### src/rtl/dmem_mmio_responder.sv
`default_nettype none
// ============================================================================
// Module   : dmem_mmio_responder
// Brief    : Data RAM plus an MMIO page (compare timer, output FIFO) behind
//            the single-cycle core's combinational load / clocked store port.
// Revision : 1.0 - initial release
// ============================================================================
module dmem_mmio_responder #(
  parameter int          RAM_WORDS  = 64,
  parameter int          FIFO_DEPTH = 4,
  parameter logic [31:0] MMIO_BASE  = 32'hFFFF_0000
) (
  input  logic        clk,
  input  logic        reset,
  input  logic        MemRead,
  input  logic        MemWrite,
  input  logic [31:0] addr,
  input  logic [31:0] wdata,
  output logic [31:0] rdata,
  output logic        out_valid,
  output logic [31:0] out_data,
  input  logic        out_ready,
  output logic        irq
);

  localparam int                   c_ram_aw    = $clog2(RAM_WORDS);
  localparam int                   c_fifo_pw   = $clog2(FIFO_DEPTH);
  localparam int                   c_fifo_cw   = c_fifo_pw + 1;
  localparam logic [c_fifo_cw-1:0] c_fifo_full = c_fifo_cw'(FIFO_DEPTH);
  localparam logic [29:0]          c_base_w    = MMIO_BASE[31:2];

  // --------------------------------------------------------------------------
  // Address decode (word granularity)
  // --------------------------------------------------------------------------
  logic [29:0]         w_word;
  logic [c_ram_aw-1:0] w_ram_idx;
  logic                w_in_ram;
  logic                w_sel_count, w_sel_cmp, w_sel_ctrl, w_sel_status, w_sel_out;
  logic                w_sel_any, w_bad_access;
  logic                w_wr_count, w_wr_cmp, w_wr_ctrl, w_wr_status;
  logic                w_unused_addr;

  assign w_word       = addr[31:2];
  assign w_ram_idx    = addr[c_ram_aw+1:2];
  assign w_in_ram     = (addr[31:c_ram_aw+2] == '0);
  assign w_sel_count  = (w_word == c_base_w);
  assign w_sel_cmp    = (w_word == c_base_w + 30'd1);
  assign w_sel_ctrl   = (w_word == c_base_w + 30'd2);
  assign w_sel_status = (w_word == c_base_w + 30'd3);
  assign w_sel_out    = (w_word == c_base_w + 30'd4);
  assign w_sel_any    = w_sel_count | w_sel_cmp | w_sel_ctrl | w_sel_status | w_sel_out;
  assign w_bad_access = (MemRead | MemWrite) & ~(w_in_ram | w_sel_any);
  assign w_unused_addr = ^addr[1:0];

  assign w_wr_count  = MemWrite & w_sel_count;
  assign w_wr_cmp    = MemWrite & w_sel_cmp;
  assign w_wr_ctrl   = MemWrite & w_sel_ctrl;
  assign w_wr_status = MemWrite & w_sel_status;

  // --------------------------------------------------------------------------
  // Data RAM: asynchronous read, contents survive reset
  // --------------------------------------------------------------------------
  logic [31:0] r_ram [RAM_WORDS];

  // A store presented while reset is held is discarded.
  always_ff @(posedge clk) begin
    if (reset && MemWrite && w_in_ram) begin
      r_ram[w_ram_idx] <= wdata;
    end
  end

  // --------------------------------------------------------------------------
  // Output FIFO
  // --------------------------------------------------------------------------
  logic [31:0]          r_fifo_mem [FIFO_DEPTH];
  logic [c_fifo_pw-1:0] r_wr_ptr, r_rd_ptr;
  logic [c_fifo_cw-1:0] r_fifo_cnt, w_fifo_cnt_nxt;
  logic                 w_full, w_empty, w_push, w_pop, w_push_ok;
  logic [31:0]          w_cnt_ext;
  logic [2:0]           w_cnt_sat;

  assign w_full    = (r_fifo_cnt == c_fifo_full);
  assign w_empty   = (r_fifo_cnt == '0);
  assign w_push    = MemWrite & w_sel_out;
  assign w_pop     = out_valid & out_ready;
  // A pop frees the slot in the same edge, so a push into a full FIFO still lands.
  assign w_push_ok = w_push & (~w_full | w_pop);
  assign w_cnt_ext = 32'(r_fifo_cnt);
  assign w_cnt_sat = (w_cnt_ext > 32'd7) ? 3'd7 : w_cnt_ext[2:0];

  assign out_valid = ~w_empty;
  assign out_data  = w_empty ? 32'd0 : r_fifo_mem[r_rd_ptr];

  always_comb begin
    w_fifo_cnt_nxt = r_fifo_cnt;
    case ({w_push_ok, w_pop})
      2'b10:   w_fifo_cnt_nxt = r_fifo_cnt + 1'b1;
      2'b01:   w_fifo_cnt_nxt = r_fifo_cnt - 1'b1;
      default: w_fifo_cnt_nxt = r_fifo_cnt;
    endcase
  end

  always_ff @(posedge clk) begin
    if (w_push_ok) begin
      r_fifo_mem[r_wr_ptr] <= wdata;
    end
  end

  always_ff @(posedge clk or negedge reset) begin
    if (!reset) begin
      r_wr_ptr   <= '0;
      r_rd_ptr   <= '0;
      r_fifo_cnt <= '0;
    end else begin
      if (w_push_ok) r_wr_ptr <= r_wr_ptr + 1'b1;
      if (w_pop)     r_rd_ptr <= r_rd_ptr + 1'b1;
      r_fifo_cnt <= w_fifo_cnt_nxt;
    end
  end

  // --------------------------------------------------------------------------
  // Compare timer and sticky status flags
  // --------------------------------------------------------------------------
  logic [31:0] r_count, r_cmp, w_count_nxt;
  logic [2:0]  r_ctrl;
  logic        r_tflag, r_ovf, r_badaddr, r_irq;
  logic        w_hit, w_tflag_nxt, w_ovf_nxt, w_badaddr_nxt;

  assign w_hit = r_ctrl[0] & (r_count == r_cmp);
  assign irq   = r_irq;

  // Flag sets are applied after W1C clears so a same-cycle event is never lost.
  always_comb begin
    w_count_nxt = r_count;
    if (r_ctrl[0]) begin
      w_count_nxt = (w_hit && r_ctrl[1]) ? 32'd0 : r_count + 32'd1;
    end
    if (w_wr_count) w_count_nxt = wdata;

    w_tflag_nxt = r_tflag;
    if (w_wr_status && wdata[0]) w_tflag_nxt = 1'b0;
    if (w_hit)                   w_tflag_nxt = 1'b1;

    w_ovf_nxt = r_ovf;
    if (w_wr_status && wdata[3])      w_ovf_nxt = 1'b0;
    if (w_push && w_full && !w_pop)   w_ovf_nxt = 1'b1;

    w_badaddr_nxt = r_badaddr;
    if (w_wr_status && wdata[4]) w_badaddr_nxt = 1'b0;
    if (w_bad_access)            w_badaddr_nxt = 1'b1;
  end

  always_ff @(posedge clk or negedge reset) begin
    if (!reset) begin
      r_count   <= 32'd0;
      r_cmp     <= 32'hFFFF_FFFF;
      r_ctrl    <= 3'd0;
      r_tflag   <= 1'b0;
      r_ovf     <= 1'b0;
      r_badaddr <= 1'b0;
      r_irq     <= 1'b0;
    end else begin
      r_count   <= w_count_nxt;
      if (w_wr_cmp)  r_cmp  <= wdata;
      if (w_wr_ctrl) r_ctrl <= wdata[2:0];
      r_tflag   <= w_tflag_nxt;
      r_ovf     <= w_ovf_nxt;
      r_badaddr <= w_badaddr_nxt;
      r_irq     <= r_tflag & r_ctrl[2];
    end
  end

  // --------------------------------------------------------------------------
  // Load data mux (zero whenever no load is requested)
  // --------------------------------------------------------------------------
  logic [31:0] w_status;

  assign w_status = {24'd0, w_cnt_sat, r_badaddr, r_ovf, w_empty, w_full, r_tflag};

  always_comb begin
    rdata = 32'd0;
    if (MemRead) begin
      if (w_in_ram)          rdata = r_ram[w_ram_idx];
      else if (w_sel_count)  rdata = r_count;
      else if (w_sel_cmp)    rdata = r_cmp;
      else if (w_sel_ctrl)   rdata = {29'd0, r_ctrl};
      else if (w_sel_status) rdata = w_status;
      else                   rdata = 32'd0;
    end
  end

endmodule
`default_nettype wire

### config.mk
export PLATFORM = sky130hd
export DESIGN_NAME = dmem_mmio_responder
export DESIGN_NICKNAME = d
export VERILOG_FILES = /design/src/rtl/dmem_mmio_responder.sv
export SDC_FILE = /design/constraint.sdc
export NUM_CORES = 2
export LEC_CHECK = 0
export BUFFER_PORTS_ARGS = -buffer_cell sky130_fd_sc_hd__buf_2
export CORE_MARGIN = 2
export CORE_UTILIZATION = 53
export DETAILED_ROUTE_END_ITERATION = 10
export GPL_ROUTABILITY_DRIVEN = 0
export PLACE_DENSITY = 0.69
export SLEW_MARGIN = 15
export SYNTH_ARGS = -nofsm -noshare
export SYNTH_HDL_FRONTEND = slang
export SYNTH_SLANG_ARGS = --single-unit
### constraint.sdc
create_clock -name clk -period 5.6 [get_ports clk]
set_input_delay 0.56 -clock clk [delete_from_list [all_inputs] [get_ports clk]]
set_output_delay 0.56 -clock clk [all_outputs]
set_load 0.02 [all_outputs]
==> flow_metrics.py <==
metrics = {
    "run_status": {
        "status": "completed",
    },
    "placement": {
        "preCtsSetupSlack_ns": 0.813,
        "io_buffers": 132,
        "postPlaceCellArea_um2": 93500,
        "dp_hpwl_mm": 146,
    },
    "synth": {
        "yosys_warnings": 0,
        "avgSynthCellArea_um2": 19.4,
        "syn_inst": 4563,
        "synth_edf_count": 2176,
        "synthFlopType": "edfxtp_1",
        "yosysTopAreaCellShare_pct": 73.7,
        "synth_cell_types": 74,
        "seq_area_frac_synth_pct": 76.0,
        "syn_nets": 4639,
        "ys_ff_latch": 2254,
        "synth_area_leader_cell": "edfxtp_1",
        "synth_async_sr_flop_share_pct": 3.46,
        "syn_area_um2": 88600,
        "synth_area_leaders": "edfxtp_1 (74%), mux4_2 (10%), mux2_2 (1.4%)",
    },
    "pwr": {
        "cellLeakagePower_nw": 31.9,
        "p_int_mw": 27.0,
        "combPwrFrac_pct": 7.3,
        "powerDensity_nw_per_um2": 349,
        "switching_share_pct": 22.6,
        "power_switching_mw": 7.87,
        "seqPwrFrac_pct": 53.1,
        "p_total_mw": 34.9,
        "pwr-share-clk_pct": 39.6,
        "peakVddDrop_v": 0.000260,
    },
    "grt": {
        "track_usage_pct": 29.4,
        "antenna_found_initial": 11,
        "grt_overflow_total": 0,
        "grt_max_degree": 104,
        "grt_pass1_wl_mm": 351,
        "grt_pass1_vias": 46918,
    },
    "clocking": {
        "root_buffer": "clkbuf_16",
        "numCtsBuffers": 214,
        "cts_tree": "done",
        "post_cts_buffers": 0,
        "ctsLongestPathBuffers": 3,
        "clkLatencyLatePin_ns": 0.84,
        "clk_pin_slew_worst_paths_ns": 0.06,
        "htree_levels": 4,
        "post_cts_resized": 0,
        "postCtsHoldBufs": 1,
        "clock_sinks": 2254,
    },
    "critical_path": {
        "path_buf_inv": 5,
        "worst-r2r-cell-count": 6,
        "worstPathCellList": "buf_8 -> buf_12 -> buf_4 -> mux4_2 -> and2_0 -> a211oi_1 -> a21oi_1 -> o31ai_1 -> buf_4 -> o21ai_1 -> buf_2",
        "crit_type": "in2out",
        "crit_start": "addr[3]",
        "worstSetupPathDepth": 11,
        "required_ns": 5.04,
        "rr_endpoint": "r_count[8]",
        "crit_top_cell": "buf_4",
        "worst_path_max_delay_cell": "o31ai_1",
        "endpoint_kind": "output port",
        "critPathCapture": "rdata[23]",
        "critPathTopFamily": "buffers and inverters",
        "r2r-start": "r_ctrl[0]",
        "critical_path_arrival_ns": 4.43,
        "max_stage_delay_ns": 0.79,
        "r2r_setup_slack_ns": 2.05,
        "cp_max_fo": 66,
        "start_kind": "input pin",
    },
    "routing": {
        "ant_nets": 0,
        "vias": 48883,
        "via_per_inst": 6.72,
        "routed_wl_mm": 251,
        "wl_per_cell_um": 34.5,
        "drcViolationCount": 0,
        "drt_pass1_iterations": 6,
        "drtIter0Drc": 8299,
    },
    "timing": {
        "slew_violations": 0,
        "worst_pin_slew_ns": 1.29,
        "setup_ws_ns": 0.614,
        "period_share_pct": 89.0,
        "slew-limit-headroom_pct": 14.0,
        "period_needed_ns": 4.99,
        "setup-tns-final_ns": 0,
        "clock.fmax_mhz": 201,
        "setup_viol": 0,
        "clock_skew_ns": 0.00727,
        "hold_violations": 0,
        "rsz0062_at_grt": "false",
    },
    "floorplanning": {
        "dieArea_um2": 171000,
        "die_h_um": 413,
        "core.rowCount": 150,
        "coreArea_um2": 167000,
        "initial_core_util_pct": 53.2,
        "die_x_um": 413,
        "io_pins": 135,
    },
    "final_layout": {
        "fin_nets": 4957,
        "seq_area_um2": 67300,
        "num-fill-cells": 11868,
        "final_core_util_pct": 60.1,
        "syn_to_final_growth_pct": 12.9,
        "drive_gt1_share_pct": 25.9,
        "multi_input_area_um2": 20200,
        "stdcell_area_um2": 100000,
    },
    "worst_hold_path": {
        "hold_class": "in2reg",
        "min_path_cells": 3,
        "hp-start": "MemWrite",
    },
    "run": {
        "cap_violations": 0,
    },
}
==> worst reg2reg max path: stages, from the launching register on <==
cell      delay [ns]
dfrtp_1         0.85
inv_1           0.54
nor3_1          0.50
nand4_1         0.72
and3_1          0.46
a211oi_1        0.23
a21oi_1         0.10
==> state kept, by name, summed over array words and instances (netlist names) <==
signal / flops
r_badaddr: 1
r_cmp: 32
r_rd_ptr: 2
r_wr_ptr: 2
r_tflag: 1
r_ovf: 1
irq: 1
r_fifo_mem: 128
r_fifo_cnt: 3
r_count: 32
r_ctrl: 3
r_ram: 2048
==> synthesized netlist by cell type (10+ instances only) <==
master	count
a21oi_1	128
a32o_1	12
o22ai_1	151
mux2_1	58
mux4_2	398
clkbuf_1	93
nor3_1	28
nand4_1	24
mux2i_1	107
buf_1	19
buf_4	48
edfxtp_1	2176
dfrtp_1	46
nand2b_1	10
o21ai_0	62
xnor2_1	34
buf_6	23
buf_2	105
nor2_1	182
and3_1	18
a211oi_1	31
o221ai_1	76
inv_1	14
and2_1	49
a31oi_1	15
mux2_2	108
nand3_1	36
a32oi_1	19
a221oi_1	21
nand2_1	203
nor4_1	23
nor2b_1	15
dfstp_2	32
o21ai_1	56
a22oi_1	31
==> cell type report <==
type / instances / area share [%]
timing repair buffer: 390 / 3.12
antenna: 4 / 0.0100
sequential: 2254 / 67.3
clock inverter: 125 / 0.991
multi-input combinational: 2004 / 20.2
clock buffer: 272 / 5.62
inverter: 17 / 0.0687
tap: 2204 / 2.75
==> metal layers <==
metal | routed length, µm | GRT usage, % | part of all wire, % | vias to the layer above
li1 | - | - | - | 19466
met3 | 30200 | 6.99 | 12 | 562
met4 | 9760 | 10.9 | 3.9 | 12
met2 | 117000 | 45.1 | 47 | 3357
met5 | 92 | 0 | 0.037 | -
met1 | 93400 | 41.4 | 37 | 25486
==> metrics by stage <==
step           hold WS (ns)  std cells
3_5_place_dp          0.472       6868
5_1_grt              0.0848       7266
3_3_place_gp          0.463       6868
6_report             0.0930       7270
2_1_floorplan         0.264       4563
4_1_cts              0.0354       7266
==> power by group through the flow <==
stage | sequential (mW) | combinational (mW) | clock (mW)
floorplan | 18.9 | 1.47 | 0
global placement | 18.9 | 2.51 | 0
detailed placement | 18.9 | 2.54 | 0
CTS | 18.5 | 2.55 | 13.9
global route | 18.5 | 2.69 | 14.6
finish | 18.5 | 2.55 | 13.8
==> cells in the final DEF, fill, tap and decap left out, types with 24 or more instances in the layout <==
master     synthesis  routed
a22oi_1           31      31
o21ai_0           62      62
a21oi_1          128     128
o22ai_1          151     151
clkbuf_16          0     216
mux2_2           108     108
nor2_4             0      62
o221ai_1          76      76
nand4_1           24      24
clkinv_1           0      53
o21ai_1           56      56
xnor2_1           34      34
nor3_1            28      25
dfstp_2           32      32
a211oi_1          31      31
mux2_1            58      58
clkbuf_1          93      55
buf_4             48     219
buf_12             0      39
mux2i_1          107     107
mux4_2           398     398
dfrtp_1           46      45
nor2_1           182     116
edfxtp_1        2176    2176
nand2_1          203     201
clkinv_2           1      43
and2_1            49      49
nand3_1           36      34
buf_2            105     128
==> logic make-up (layout without fill, tap and decap cells) <==
logic type / Yosys count / count (layout) / share of synthesized area [%]
compound gates: 656 / 656 / 4.90
other cells: 0 / 4 / 0
mux: 672 / 672 / 13.5
fa+ha+maj: 7 / 7 / 0.107
xor+xnor: 40 / 40 / 0.395
simple gates: 629 / 629 / 3.33
buf+inv: 305 / 804 / 1.84
flops: 2254 / 2254 / 76.0
==> worst min-delay path by stage <==
stage                        to
floorplan                   irq
global placement    r_rd_ptr[0]
detailed placement  r_rd_ptr[0]
CTS                       r_ovf
global route              r_ovf
finish                    r_ovf
Power figures use the tool's default switching activity.
